==> src/rtl/atpg_comp_pkg.sv <==
// Shared types for the streaming ATPG compressor: fill modes, run FSM states
// and the reserved ESCAPE code.
package atpg_comp_pkg;

    typedef enum logic [1:0] {
        FILL_ZERO = 2'd0,
        FILL_ONE  = 2'd1,
        FILL_ADJ  = 2'd2,
        FILL_RSVD = 2'd3
    } fill_mode_e;

    typedef enum logic [1:0] {
        ST_IDLE  = 2'd0,
        ST_ACCUM = 2'd1,
        ST_FLUSH = 2'd2
    } run_state_e;

    // The code one past the last dictionary entry marks an unmatched pattern.
    function automatic int unsigned escape_code(input int unsigned dict_depth);
        return dict_depth;
    endfunction

endpackage

==> src/rtl/atpg_dict_cam.sv <==
// Runtime-loadable dictionary with X-aware parallel compare. Lookup sees the
// contents as they were before any write in the same cycle.
module atpg_dict_cam
    import atpg_comp_pkg::*;
#(
    parameter int PAT_W      = 9,
    parameter int DICT_DEPTH = 8,
    parameter int CODE_W     = $clog2(DICT_DEPTH + 1)
) (
    input  logic              clk,
    input  logic              reset,
    input  logic              wr_en,
    input  logic [CODE_W-1:0] wr_idx,
    input  logic [PAT_W-1:0]  wr_data,
    input  logic [PAT_W-1:0]  pattern,
    input  logic [PAT_W-1:0]  xmask,
    output logic              hit,
    output logic [CODE_W-1:0] code
);

    localparam int IDX_W = $clog2(DICT_DEPTH);

    logic [PAT_W-1:0]      entry_r [DICT_DEPTH];
    logic [DICT_DEPTH-1:0] valid_r;

    // Dictionary load; out-of-range indices are dropped, reset only clears valid bits
    always_ff @(posedge clk) begin
        if (reset) begin
            valid_r <= '0;
        end else if (wr_en && (wr_idx < CODE_W'(DICT_DEPTH))) begin
            valid_r[wr_idx[IDX_W-1:0]] <= 1'b1;
            entry_r[wr_idx[IDX_W-1:0]] <= wr_data;
        end
    end

    // Masked compare, scanned from the top so the lowest matching index wins
    always_comb begin
        hit  = 1'b0;
        code = CODE_W'(escape_code(DICT_DEPTH));
        for (int i = DICT_DEPTH - 1; i >= 0; i--) begin
            if (valid_r[i] && (((entry_r[i] ^ pattern) & ~xmask) == '0)) begin
                hit  = 1'b1;
                code = CODE_W'(i);
            end else begin
                hit  = hit;
                code = code;
            end
        end
    end

endmodule

==> src/rtl/hybrid_atpg_compressor_stream.sv <==
// Streaming ATPG compressor: dictionary lookup, X-fill of misses and
// run-length merge of equal codes behind valid/ready handshakes.
module hybrid_atpg_compressor_stream
    import atpg_comp_pkg::*;
#(
    parameter int   PAT_W      = 9,
    parameter int   DICT_DEPTH = 8,
    parameter int   RUN_W      = 4,
    localparam int  CODE_W     = $clog2(DICT_DEPTH + 1)
) (
    input  logic              clk,
    input  logic              reset,
    input  logic [1:0]        fill_mode,
    input  logic              dict_wr_en,
    input  logic [CODE_W-1:0] dict_wr_idx,
    input  logic [PAT_W-1:0]  dict_wr_data,
    input  logic              in_valid,
    output logic              in_ready,
    input  logic [PAT_W-1:0]  in_pattern,
    input  logic [PAT_W-1:0]  in_xmask,
    input  logic              in_last,
    output logic              out_valid,
    input  logic              out_ready,
    output logic [CODE_W-1:0] out_code,
    output logic [RUN_W-1:0]  out_run,
    output logic [PAT_W-1:0]  out_literal,
    output logic              out_last
);

    localparam logic [CODE_W-1:0] ESC     = CODE_W'(escape_code(DICT_DEPTH));
    localparam logic [RUN_W-1:0]  RUN_MAX = '1;
    localparam logic [RUN_W-1:0]  RUN_ONE = RUN_W'(1);

    // Replace X bits: constant 0/1, or copy the filled bit just below (bit 0 gets 0)
    function automatic logic [PAT_W-1:0] x_fill(input logic [PAT_W-1:0] pat,
                                               input logic [PAT_W-1:0] xm,
                                               input fill_mode_e       mode);
        logic [PAT_W-1:0] f;
        logic             prev;
        f    = '0;
        prev = 1'b0;
        for (int i = 0; i < PAT_W; i++) begin
            if (!xm[i]) begin
                f[i] = pat[i];
            end else begin
                case (mode)
                    FILL_ONE: f[i] = 1'b1;
                    FILL_ADJ: f[i] = prev;
                    default:  f[i] = 1'b0;
                endcase
            end
            prev = f[i];
        end
        return f;
    endfunction

    run_state_e        state_r, state_nx_s;
    logic [CODE_W-1:0] run_code_r, run_code_nx_s;
    logic [RUN_W-1:0]  run_cnt_r, run_cnt_nx_s;
    logic [PAT_W-1:0]  run_lit_r, run_lit_nx_s;

    logic              emit_s, emit_last_s;
    logic [CODE_W-1:0] emit_code_s;
    logic [RUN_W-1:0]  emit_run_s;
    logic [PAT_W-1:0]  emit_lit_s;

    logic              out_valid_r, out_last_r;
    logic [CODE_W-1:0] out_code_r;
    logic [RUN_W-1:0]  out_run_r;
    logic [PAT_W-1:0]  out_lit_r;

    logic              cam_hit_s, accept_s, out_free_s, merge_s;
    logic [CODE_W-1:0] cam_code_s, new_code_s;
    logic [PAT_W-1:0]  new_lit_s;

    atpg_dict_cam #(
        .PAT_W      (PAT_W),
        .DICT_DEPTH (DICT_DEPTH),
        .CODE_W     (CODE_W)
    ) u_cam (
        .clk     (clk),
        .reset   (reset),
        .wr_en   (dict_wr_en),
        .wr_idx  (dict_wr_idx),
        .wr_data (dict_wr_data),
        .pattern (in_pattern),
        .xmask   (in_xmask),
        .hit     (cam_hit_s),
        .code    (cam_code_s)
    );

    assign out_free_s = !out_valid_r || out_ready;
    assign in_ready   = (state_r != ST_FLUSH) && out_free_s;
    assign accept_s   = in_valid && in_ready;
    assign new_code_s = cam_hit_s ? cam_code_s : ESC;
    assign new_lit_s  = cam_hit_s ? '0 : x_fill(in_pattern, in_xmask, fill_mode_e'(fill_mode));
    // Escapes never merge; a full run forces a new one
    assign merge_s    = (new_code_s == run_code_r) && (new_code_s != ESC) && (run_cnt_r != RUN_MAX);

    // Run FSM: decide what the accepted pattern does to the open run and what is emitted
    always_comb begin
        state_nx_s    = state_r;
        run_code_nx_s = run_code_r;
        run_cnt_nx_s  = run_cnt_r;
        run_lit_nx_s  = run_lit_r;
        emit_s        = 1'b0;
        emit_code_s   = run_code_r;
        emit_run_s    = run_cnt_r;
        emit_lit_s    = run_lit_r;
        emit_last_s   = 1'b0;
        case (state_r)
            ST_IDLE: begin
                if (accept_s && in_last) begin
                    emit_s      = 1'b1;
                    emit_code_s = new_code_s;
                    emit_run_s  = RUN_ONE;
                    emit_lit_s  = new_lit_s;
                    emit_last_s = 1'b1;
                end else if (accept_s) begin
                    state_nx_s    = ST_ACCUM;
                    run_code_nx_s = new_code_s;
                    run_cnt_nx_s  = RUN_ONE;
                    run_lit_nx_s  = new_lit_s;
                end else begin
                    state_nx_s = ST_IDLE;
                end
            end
            ST_ACCUM: begin
                if (accept_s && merge_s) begin
                    if (in_last) begin
                        emit_s      = 1'b1;
                        emit_run_s  = run_cnt_r + RUN_ONE;
                        emit_last_s = 1'b1;
                        state_nx_s  = ST_IDLE;
                    end else begin
                        run_cnt_nx_s = run_cnt_r + RUN_ONE;
                    end
                end else if (accept_s) begin
                    emit_s        = 1'b1;
                    run_code_nx_s = new_code_s;
                    run_cnt_nx_s  = RUN_ONE;
                    run_lit_nx_s  = new_lit_s;
                    if (in_last) begin
                        state_nx_s = ST_FLUSH;
                    end else begin
                        state_nx_s = ST_ACCUM;
                    end
                end else begin
                    state_nx_s = ST_ACCUM;
                end
            end
            ST_FLUSH: begin
                if (out_free_s) begin
                    emit_s      = 1'b1;
                    emit_last_s = 1'b1;
                    state_nx_s  = ST_IDLE;
                end else begin
                    state_nx_s = ST_FLUSH;
                end
            end
            default: begin
                state_nx_s = ST_IDLE;
            end
        endcase
    end

    // FSM state and open-run registers; reset discards any open run
    always_ff @(posedge clk) begin
        if (reset) begin
            state_r    <= ST_IDLE;
            run_code_r <= '0;
            run_cnt_r  <= '0;
            run_lit_r  <= '0;
        end else begin
            state_r    <= state_nx_s;
            run_code_r <= run_code_nx_s;
            run_cnt_r  <= run_cnt_nx_s;
            run_lit_r  <= run_lit_nx_s;
        end
    end

    // Single output word: loaded on emit, held under backpressure, zeroed after handshake
    always_ff @(posedge clk) begin
        if (reset) begin
            out_valid_r <= 1'b0;
            out_code_r  <= '0;
            out_run_r   <= '0;
            out_lit_r   <= '0;
            out_last_r  <= 1'b0;
        end else if (emit_s) begin
            out_valid_r <= 1'b1;
            out_code_r  <= emit_code_s;
            out_run_r   <= emit_run_s;
            out_lit_r   <= emit_lit_s;
            out_last_r  <= emit_last_s;
        end else if (out_ready) begin
            out_valid_r <= 1'b0;
            out_code_r  <= '0;
            out_run_r   <= '0;
            out_lit_r   <= '0;
            out_last_r  <= 1'b0;
        end
    end

    assign out_valid   = out_valid_r;
    assign out_code    = out_code_r;
    assign out_run     = out_run_r;
    assign out_literal = out_lit_r;
    assign out_last    = out_last_r;

endmodule
==> config.mk <==
export PLATFORM = sky130hd
export DESIGN_NAME = hybrid_atpg_compressor_stream
export DESIGN_NICKNAME = d
export VERILOG_FILES = /design/src/rtl/atpg_comp_pkg.sv /design/src/rtl/atpg_dict_cam.sv /design/src/rtl/hybrid_atpg_compressor_stream.sv
export SDC_FILE = /design/constraint.sdc
export NUM_CORES = 1
export LEC_CHECK = 0
export CAP_MARGIN = 20
export CELL_PAD_IN_SITES_DETAIL_PLACEMENT = 0
export CELL_PAD_IN_SITES_GLOBAL_PLACEMENT = 1
export CORE_UTILIZATION = 45
export CTS_BUF_LIST = sky130_fd_sc_hd__clkbuf_4 sky130_fd_sc_hd__clkbuf_8 sky130_fd_sc_hd__clkbuf_16
export CTS_CLUSTER_SIZE = 14
export DETAILED_ROUTE_END_ITERATION = 8
export DONT_BUFFER_PORTS = 1
export PLACE_DENSITY_LB_ADDON = 0.12
export SLEW_MARGIN = 20
export SYNTH_ARGS = -nofsm -noshare
export SYNTH_HDL_FRONTEND = slang
export SYNTH_SLANG_ARGS = --single-unit
==> constraint.sdc <==
create_clock -name clk -period 8.61 [get_ports clk]
set_clock_uncertainty 0.15 [all_clocks]
set_input_delay 1.722 -clock clk [delete_from_list [all_inputs] [get_ports clk]]
set_output_delay 1.722 -clock clk [all_outputs]
set_load 0.005 [all_outputs]
==> run metrics <==
Yosys cell types=67; Hold Path Origin=u_cam.valid_r[3]; Clock Tree Buf Depth=2; # fillers=between 1000 and 1500; standard-cell row count=a little over 40; Overflow after GRT=0; number of port buffers=0; Hold Path Class=reg -> reg; r2r setup slk=between 5 and 6 ns; share of post-route cells with drive strength above 1=0.109; clock latency on the worst-skew pair=0.42 ns; Place WS=just under 4 ns; slowest CP cell=nor3_1; Avg Cell Area, Syn=10.9 µm²; drt wl/cell=19.4 µm; # nets final=587; I/O Pins=between 50 and 60; slew of the pin with the lowest slew margin=1.05 ns; Final min period=roughly 4.3 ns; Syn Inst Count=approximately 560; initial antenna violation count=0; die area=13900 µm²; CTS tree=done; Yosys warnings=0; Detailed Place HPWL=9.98 mm; Worst Setup Start Kind=input pin; most numerous cell in the Yosys netlist=edfxtp_1; P per Cell Area=roughly 230 nW/µm²; DR iter-0 viols=roughly 340; final worst slack=around 4.3 ns; Synth top cells by count=edfxtp_1, xnor2_1, nor2_1; first-pass GRT wire length=around 23 mm; FF-to-FF path depth=11; sequential area share after synthesis=0.511; Via density=5.69; CTS buffer count=17; Sink Count=between 100 and 150; Global Route Usage Sum=0.215; number of instances in the placed design=697; fraction of registers with async set/reset=0; RSZ-0062 raised after global routing=false; Worst-path clk slew=~0.050 ns; post-route cell area=approximately 6800 µm²; Arr. time, crit path=about 4.5 ns; Final Hold Fails=0; Initial Util=0.470; Post-synth top flop=edfxtp_1; clk root buf=clkbuf_16; critical path endpoint category=register; Diodes inserted=0; CP bufs+invs=0; DRT antenna net count=0; Placer Congestion=a little under 0.9; synth-to-layout area growth=12.0%; Yosys top cell by area=edfxtp_1; Syn Nets=roughly 600; # hold bufs at CTS=0; EDFF count, synth=72; Worst Path Required=between 8 and 9 ns; Finish-stage setup viols=0; Final Cycle Share=0.500; worst hold slack=about 0.30 ns; first drt pass iteration count=5; CP peak stage delay=about 0.5 ns; VDD IR max=127 µV; area share of the largest cell type after synthesis=0.358; # resized after CTS=0; cell leakage power=between 2 and 2.5 nW; CTS H-tree lvls=4; Final Non-Filler Cells=730; Final Power=~1.6 mW; vias=4155; Seq cells post-synth=118; Slew Limit Fails=0; worst setup path class=in -> reg; relative slew slack=0.297; critical path, cell by cell=xnor2_1 > o22ai_1 > nor2_1 > o2111ai_1 > a22o_1 > and4_1 > o211a_1 > nand4_2 > nand3_2 > nor3_1 > a32o_1; hold depth=1; achievable frequency=between 200 and 250 MHz; die height=around 120 µm; Setup Fix Bufs, Post-CTS=0; TNS Setup=0 ns; Area contributors post-synth=edfxtp_1, dfxtp_1, xnor2_1; MaxCap Viol Count=0; final wirelength=about 14 mm; vias in the first global route=roughly 4000; reg2reg start=u_cam.entry_r[1][5]; reg-to-reg endpoint=out_run[3]; largest net degree at the start of global routing=39; core area=12800 µm²; hold endpoint=u_cam.valid_r[3]; status=completed; fin util=0.527; critical path peak fanout=24; cell family with most CP delay=simple AND/OR/NAND/NOR gates; Syn Std Cell Area=6030 µm²; die width=approximately 120 µm; post-place instance area=slightly above 6000 µm²; DRC=0
[per-layer routing]
metal | vias to the layer above | GRT usage | routed length, µm
li1 | 2001 | - | -
met1 | 2013 | 0.276 | 6460
met2 | 118 | 0.338 | 6560
met3 | 23 | 0.0572 | 757
met4 | 0 | 0.101 | 365
met5 | - | 0 | 0
[layout make-up]
class | instances | area, µm² | share of cell area
well taps | 172 | 215 | 0.0319
repair buffers | 4 | 33.8 | 0.00500
flip-flops and latches | 118 | 3080 | 0.456
inverters | 13 | 48.8 | 0.00722
clock buffers | 18 | 433 | 0.0641
multi-input cells | 391 | 2690 | 0.398
clock inverters | 14 | 254 | 0.0376
[cells in the final DEF (no fill, tap or decap), types with 4 or more instances in the layout]
cell type / netlist / final
clkbuf_16: 0 / 17
nand2b_1: 4 / 4
o21ai_1: 7 / 7
inv_1: 12 / 12
a21o_1: 11 / 11
o22ai_1: 32 / 32
and4_1: 7 / 7
nor2_2: 2 / 4
and2_1: 6 / 6
nor3_2: 4 / 4
bufinv_16: 0 / 7
mux2i_1: 15 / 15
nor2b_1: 13 / 13
o21ai_0: 8 / 8
xnor2_1: 70 / 70
dfxtp_1: 46 / 46
nand3_1: 6 / 6
nor3_1: 10 / 10
edfxtp_1: 72 / 72
a21oi_1: 20 / 20
nor2_1: 51 / 49
a211oi_1: 11 / 11
nand2_1: 40 / 40
o21a_1: 4 / 4
a31oi_1: 8 / 8
o31ai_1: 4 / 4
[flip-flops by register name, summed over array words and instances, names as in the netlist]
register and cells:
out_valid 1, out_last 1, run_code_r 4, u_cam.entry_r 72, state_r 2, run_cnt_r 4, out_run 4, out_literal 9
run_lit_r 9, u_cam.valid_r 8, out_code 4
[report_power, final]
part,leakage [nW],switching (mW),internal [mW]
sequential,1.02,0.00799,0.612
clock,0.335,0.255,0.573
combinational,1.02,0.0577,0.0462
[logic make-up (layout without fill, tap and decap cells)]
family                   count (synthesis)  count (layout)  synth area share
AO/OA/AOI/OAI                          130             130             0.150
XOR/XNOR                                74              74             0.110
adder cells (fa/ha/maj)                  3               3           0.00622
buffers and inverters                   47              49            0.0442
flip-flops                             118             118             0.511
multiplexers                            19              19            0.0342
AND/OR/NAND/NOR                        165             165             0.144
[worst max-delay path by stage]
stage,from,endpoint,slack [ns],cells past startpoint
after floorplan,in_pattern[7],out_run[1],4.35,12
after global placement,in_pattern[4],out_run[2],3.90,11
after detailed placement,in_pattern[4],out_run[1],3.92,11
after CTS,in_pattern[4],out_run[3],4.35,11
after global routing,in_pattern[5],out_run[1],4.03,11
final,in_pattern[4],out_run[3],4.31,11
[worst reg2reg max path, delay by kind of cell (launching register included)]
kind	cells	cell delay [ns]
and+or+nand+nor	5	1.62
DFF	1	0.39
xor gates and xnor gates	1	0.17
AOI/OAI and AO/OA	5	1.03
Note: power is estimated with default switching activity, not from simulation.
==> patch 1 (same flow settings) <==
`PAT_W` is set to 9 in 2 places; all go to 18.
--- a/src/rtl/atpg_dict_cam.sv
+++ b/src/rtl/atpg_dict_cam.sv
@@ -3,7 +3,7 @@
 module atpg_dict_cam
     import atpg_comp_pkg::*;
 #(
-    parameter int PAT_W      = 9,
+    parameter int PAT_W      = 18,
     parameter int DICT_DEPTH = 8,
     parameter int CODE_W     = $clog2(DICT_DEPTH + 1)
 ) (
--- a/src/rtl/hybrid_atpg_compressor_stream.sv
+++ b/src/rtl/hybrid_atpg_compressor_stream.sv
@@ -3,7 +3,7 @@
 module hybrid_atpg_compressor_stream
     import atpg_comp_pkg::*;
 #(
-    parameter int   PAT_W      = 9,
+    parameter int   PAT_W      = 18,
     parameter int   DICT_DEPTH = 8,
     parameter int   RUN_W      = 4,
     localparam int  CODE_W     = $clog2(DICT_DEPTH + 1)
Interface: changed (resized dict_wr_data, in_pattern, in_xmask and out_literal); port bits go from 59 to 95. No check against the original RTL was run, so the function may have changed too.
==> patch 1 against the unedited design <==
Register-to-register slack got worse by 1.0 ns. Critical path type unchanged. Final area rose by 64%. Area after synthesis rose by 67%. Worst setup slack got worse by 0.94 ns. Wire length rose by 94%. Largest power group is now sequential cells. Final cell count rose by 61%. Clock power rose by 32%. Total power rose by 54%. First-iteration DRC count rose by 27%. Sequential cell count rose by 90.
==> patch 1: results (changes against the unedited design) <==
- The number of antenna violations at the first check in global routing is 0 (unchanged).
* Most frequent cells after synthesis: sky130_fd_sc_hd__edfxtp_1 (144), sky130_fd_sc_hd__xnor2_1 (138), sky130_fd_sc_hd__nor2_1 (68), sky130_fd_sc_hd__dfxtp_1 (64)
- Buffers from clock root to sink, at most: 3 (+1)
- The number of global-route vias before repair was 6803 (+71%).
- Fin nets: 946 (+61%)
- The share of the yosys chip area belonging to registers was 55.8% (+4.7 points).
* Clock root buffer master: sky130_fd_sc_hd__clkbuf_16
- Max stage delay on crit path: 0.75 ns (+0.26 ns)
* Async SR Flop Fraction: 0% (unchanged)
- CTS clock-pin slew for the worst setup and hold paths: 0.06 ns
- The CTS buffer count is 24 (+7).
- The worst endpoint data arrival time was 5.55 ns (+1.04 ns).
- Worst-Skew Late Latency: 0.54 ns (+0.12 ns)
- The post-synthesis cell type count is 54 (-19%).
- Drt first-iter violations: 431 (+27%)
- Number of diodes: 0 (unchanged)
- The leakage component of the power is 3.60 nW (+51%).
- The final estimated routing congestion in global placement was 0.891 (+2.3%).
* Most numerous cell in the Yosys netlist: sky130_fd_sc_hd__edfxtp_1
- Status: complete, no violations
- For this design, the slowest cell found on the critical path is sky130_fd_sc_hd__a2111oi_4.
* Wirelength, routed: 27500 um (+94%)
- The relative max-transition margin is 36.3% (+6.6 points).
* First-pass GRT wire length: 40700 um (+80%)
* Hold Path Class: flop to flop
* CP Max Fanout: 35 (+46%)
- The standard cell area after detailed placement came to 0.0102 mm^2 (+69%).
- Number of flip-flops in the largest register: 144 (+100%)
- DP HPWL: 19200 um (+93%)
- The share of final-layout standard cells stronger than drive strength 1 came to 7.17% (-3.8 points).
* Post CTS Setup Buffer Count: 0 (unchanged)
- The count of buffers from port buffering is 0 (unchanged).
- Maximum vdd drop: 0.207 mV (+63%)
- Aggregate global-route resource usage: 24.3% (+2.7 points)
* Maximum number of pins on one net before global-route repair: 55 (+41%)
- H-tree lvl count: 1 (-3)
- Top post-synthesis cells by area: sky130_fd_sc_hd__edfxtp_1 (43%), sky130_fd_sc_hd__dfxtp_1 (13%), sky130_fd_sc_hd__xnor2_1 (12%)
* Number of flops mapped to enable cells by yosys: 144 (+100%)
* Synth Warn #: 0 (unchanged)
- The post-cts repair resize count came to 0 (unchanged).
- Vias per inst: 5.89 (+3.4%)
- The total nets after synthesis was 974 (+63%).
- The first-pass iteration count of the detailed router is 5 (unchanged).
[patch 1: cell count changes in the layout (fill, tap and decap cells not counted), sizes merged, moves of 14 or more]
cell,delta
dfxtp,+18
xnor2,+66
nand2,+22
clkbuf,+15
o22ai,+30
edfxtp,+72
nor2,+15
nor4,+14
a21oi,+30
[patch 1: worst max-delay path: cells and delay by family]
kind	cells	cell delay, ns
buffers and inverters	1	0.26
muxes	1	0.30
AOI/OAI and AO/OA	4	1.26
and+or+nand+nor	5	1.87
xor gates and xnor gates	1	0.14
[patch 1: layout make-up]
type / instances / area, um^2
clock buffer: 33 / 668
tap: 280 / 350
fill: 1997 / 10800
sequential: 208 / 5610
multi-input combinational: 618 / 4140
timing repair buffer: 8 / 80.1
inverter: 17 / 63.8
clock inverter: 9 / 178
[patch 1: worst paths after layout]
path | end | startpoint | cells after the start | slack, ns
setup / recovery | out_literal[1] | in_pattern[14] | 12 | 3.36
hold reg to reg | u_cam.valid_r[5] | u_cam.valid_r[5] | 1 | 0.30
hold / removal | u_cam.valid_r[5] | u_cam.valid_r[5] | 1 | 0.30
setup reg to reg | out_literal[1] | u_cam.entry_r[4][6] | 12 | 4.15
[patch 1: stage by stage]
| step | hold slack (ns) | setup WS, ns | utilization, % | std cells | power (mW) |
|---|---|---|---|---|---|
| after floorplan | 0.270 | 3.87 | - | 905 | 1.30 |
| after global placement | 0.279 | 2.80 | 46.6 | 1130 | 1.31 |
| after detailed placement | 0.285 | 2.70 | 46.6 | 1130 | 1.31 |
| after CTS | 0.300 | 3.21 | 50.5 | 1172 | 2.40 |
| after global routing | 0.320 | 3.14 | 50.6 | 1173 | 2.46 |
| final | 0.298 | 3.36 | 50.6 | 1173 | 2.38 |
[patch 1: layer usage]
metal | GRT usage, % | vias up | share of wire [%]
met5 | 0 | - | 0
met4 | 10.5 | 0 | 4.1
met3 | 4.22 | 60 | 7.0
met2 | 38.9 | 271 | 46
met1 | 32.2 | 3326 | 43
li1 | - | 3248 | -
[patch 1: kinds of logic (layout without fill, tap and decap cells)]
| family | after synthesis | after routing | share of synthesized area (%) |
|---|---|---|---|
| XOR/XNOR | 145 | 145 | 12.6 |
| multiplexers | 30 | 30 | 3.04 |
| flip-flops | 208 | 208 | 55.8 |
| buffers and inverters | 79 | 67 | 3.55 |
| AO/OA/AOI/OAI | 211 | 211 | 13.6 |
| AND/OR/NAND/NOR | 229 | 229 | 11.0 |
| adder cells (fa/ha/maj) | 3 | 3 | 0.373 |
[patch 1: where the power goes]
part           internal, mW  switching, mW  leakage [nW]  total (mW)
clock network         0.691          0.394         0.419        1.09
registers              1.09         0.0159          1.82        1.11
logic                0.0836          0.103          1.36       0.187
total                  1.87          0.514          3.60        2.38
==> patch 2 (config.mk and constraints unchanged) <==
Without the edit above. Encoding of `run_state_e`: now one-hot (3 bits for 3 states).
--- a/src/rtl/atpg_comp_pkg.sv
+++ b/src/rtl/atpg_comp_pkg.sv
@@ -9,10 +9,10 @@
         FILL_RSVD = 2'd3
     } fill_mode_e;
 
-    typedef enum logic [1:0] {
-        ST_IDLE  = 2'd0,
-        ST_ACCUM = 2'd1,
-        ST_FLUSH = 2'd2
+    typedef enum logic [2:0] {
+        ST_IDLE  = 3'b001,
+        ST_ACCUM = 3'b010,
+        ST_FLUSH = 3'b100
     } run_state_e;
 
     // The code one past the last dictionary entry marks an unmatched pattern.
Behaviour: no difference found for any inputs over 4 cycles, from zero or initial values and one cycle with reset high; so few cycles prove little.
==> patch 2 against the unedited design <==
Area after synthesis rose by 1.6%. First-iteration DRC count is 19% lower. Worst setup slack got worse by 0.030 ns. Count of clock-buffer cells in the layout up 2. Wire length rose by 2.2%. Synthesized cell count grew 4.3%. Sequential cell count up 1. Total power shrank 11%. Final area shrank 0.33%. Highest routed layer unchanged.
==> patch 2: results (changes against the unedited design) <==
- The post-synthesis cell type count was 68 (+1.5%).
- Status: complete, no violations
- The net count of the finished layout came to 613 (+4.4%).
- The final-layout non-clock buffer area share is 0.836% (+0.34 points).
- The per-cell via count in the routed design was 5.64 (-0.92%).
* Number of global-route vias before repair: 4133 (+3.7%)
* Maximum vdd drop: 0.123 mV (-3.4%)
- Drt first-iter violations: 274 (-19%)
- First-pass GRT wire length: 22800 um (+0.67%)
- The total of plain and repair buffers excluding clock buffers was 7 (+3).
- The synthesis-stage register bit count is 119 (+0.85%).
- The worst-margin pin slew was 1.01 ns (-0.0458 ns).
- The total nets after synthesis was 622 (+4.0%).
- Leakage Power: 2.27 nW (-4.3%)
- The total via count after detailed routing was 4286 (+3.2%).
* Footprint of the flip-flops and latches: 0.00310 mm^2 (+0.65%)
- Routability congestion estimate: 0.914 (+4.9%)
* Top post-synthesis cells by area: sky130_fd_sc_hd__edfxtp_1 (35%), sky130_fd_sc_hd__dfxtp_1 (15%), sky130_fd_sc_hd__xnor2_1 (10%)
- Hold Startpoint: u_cam.valid_r[5]
- The post-detailed-routing wire length came to 14500 um (+2.2%).
- The share of the yosys chip area belonging to registers came to 50.6% (-0.47 points).
* Comb_multi_in: 411 (+5.1%)
- The detailed-placement wirelength estimate is 10300 um (+2.9%).
* Share of the core filled with cells: 50.9% (-1.8 points)
* Startpoint of the worst register-to-register path: u_cam.entry_r[5][4]
* Amount of wire on met3 after detailed routing: 825 um (+9.0%)
- Count of mapped cells out of synthesis: 580 (+4.3%)
- Global routing met3 resource utilization: 6.27% (+0.56 points)
- The met2 wirelength from detailed routing came to 6760 um (+2.9%).
* Detailed-routing iteration count for the pre-antenna-repair pass: 4 (-1)
* CP max-delay cell: sky130_fd_sc_hd__o31ai_4
* Post-DP Area: 0.00616 mm^2 (+1.8%)
- Adder-cell area share of the yosys netlist: 0.612% (-0.0097 points)
* Multi-input gate share of the layout cell area: 40.7% (+0.89 points)
* Share of post-route cells with drive strength above 1: 11.0% (+0.027 points)
* Layout inverter count without the clock tree: 15 (+2)
* Share of synthesized area spent on multiplexers: 2.20% (-1.2 points)
- Worst slack after detailed placement: 3.85 ns (-0.0735 ns)
- Max stage delay on crit path: 0.64 ns (+0.15 ns)
* Compound-gate portion of the synthesized area: 16.6% (+1.6 points)
* Avg Cell Area, Syn: 10.6 um^2 (-2.6%)
- Fillcell total: 1228 (+6.6%)
- The share of final layout cell area taken by clock buffers and inverters was 8.29% (-1.9 points).
- The met2 usage in global routing is 34.8% (+0.97 points).
- In this run the worst setup path terminates at out_literal[5].
- The number of cells in the design after placement is 726 (+4.2%).
- The maximum fanout count along the critical path is 17 (-29%).
- XOR/XNOR share of the synthesized area: 10.4% (-0.58 points)
- The upper clock frequency limit came to 231 MHz (-0.69%).
- Global-route met1 utilization: 27.6% (about the same)
patch 2: changes by cell type after synthesis, sizes merged, moves of 3 or more:
cell and delta:
a21oi +17, nand3 +15, nor2 -10, o21ai +9
nor2b -8, and4 -7, a31oi -6, nand2 +6
and2 -4, mux2i -4, nand2b +4, or3 +4
a21o +3, a32o -3
patch 2: report_power, final:
part	total, mW	switching, mW	leakage [nW]	internal (mW)
Clock	0.660	0.252	0.261	0.408
Sequential	0.622	0.00678	1.03	0.615
Combinational	0.0929	0.0513	0.981	0.0416
patch 2: kinds of logic (layout without fill, tap and decap cells):
kind of cell             count (synthesis)  in the layout
multiplexers                            13             13
AND/OR/NAND/NOR                        170            170
buffers and inverters                   50             54
AO/OA/AOI/OAI                          153            153
flip-flops                             119            119
adder cells (fa/ha/maj)                  3              3
XOR/XNOR                                72             72
patch 2: worst max-delay path: cells and delay by family:
family,cells,cell delay (ns)
AND/OR/NAND/NOR,5,1.39
XOR/XNOR,1,0.13
AO/OA/AOI/OAI,5,1.25
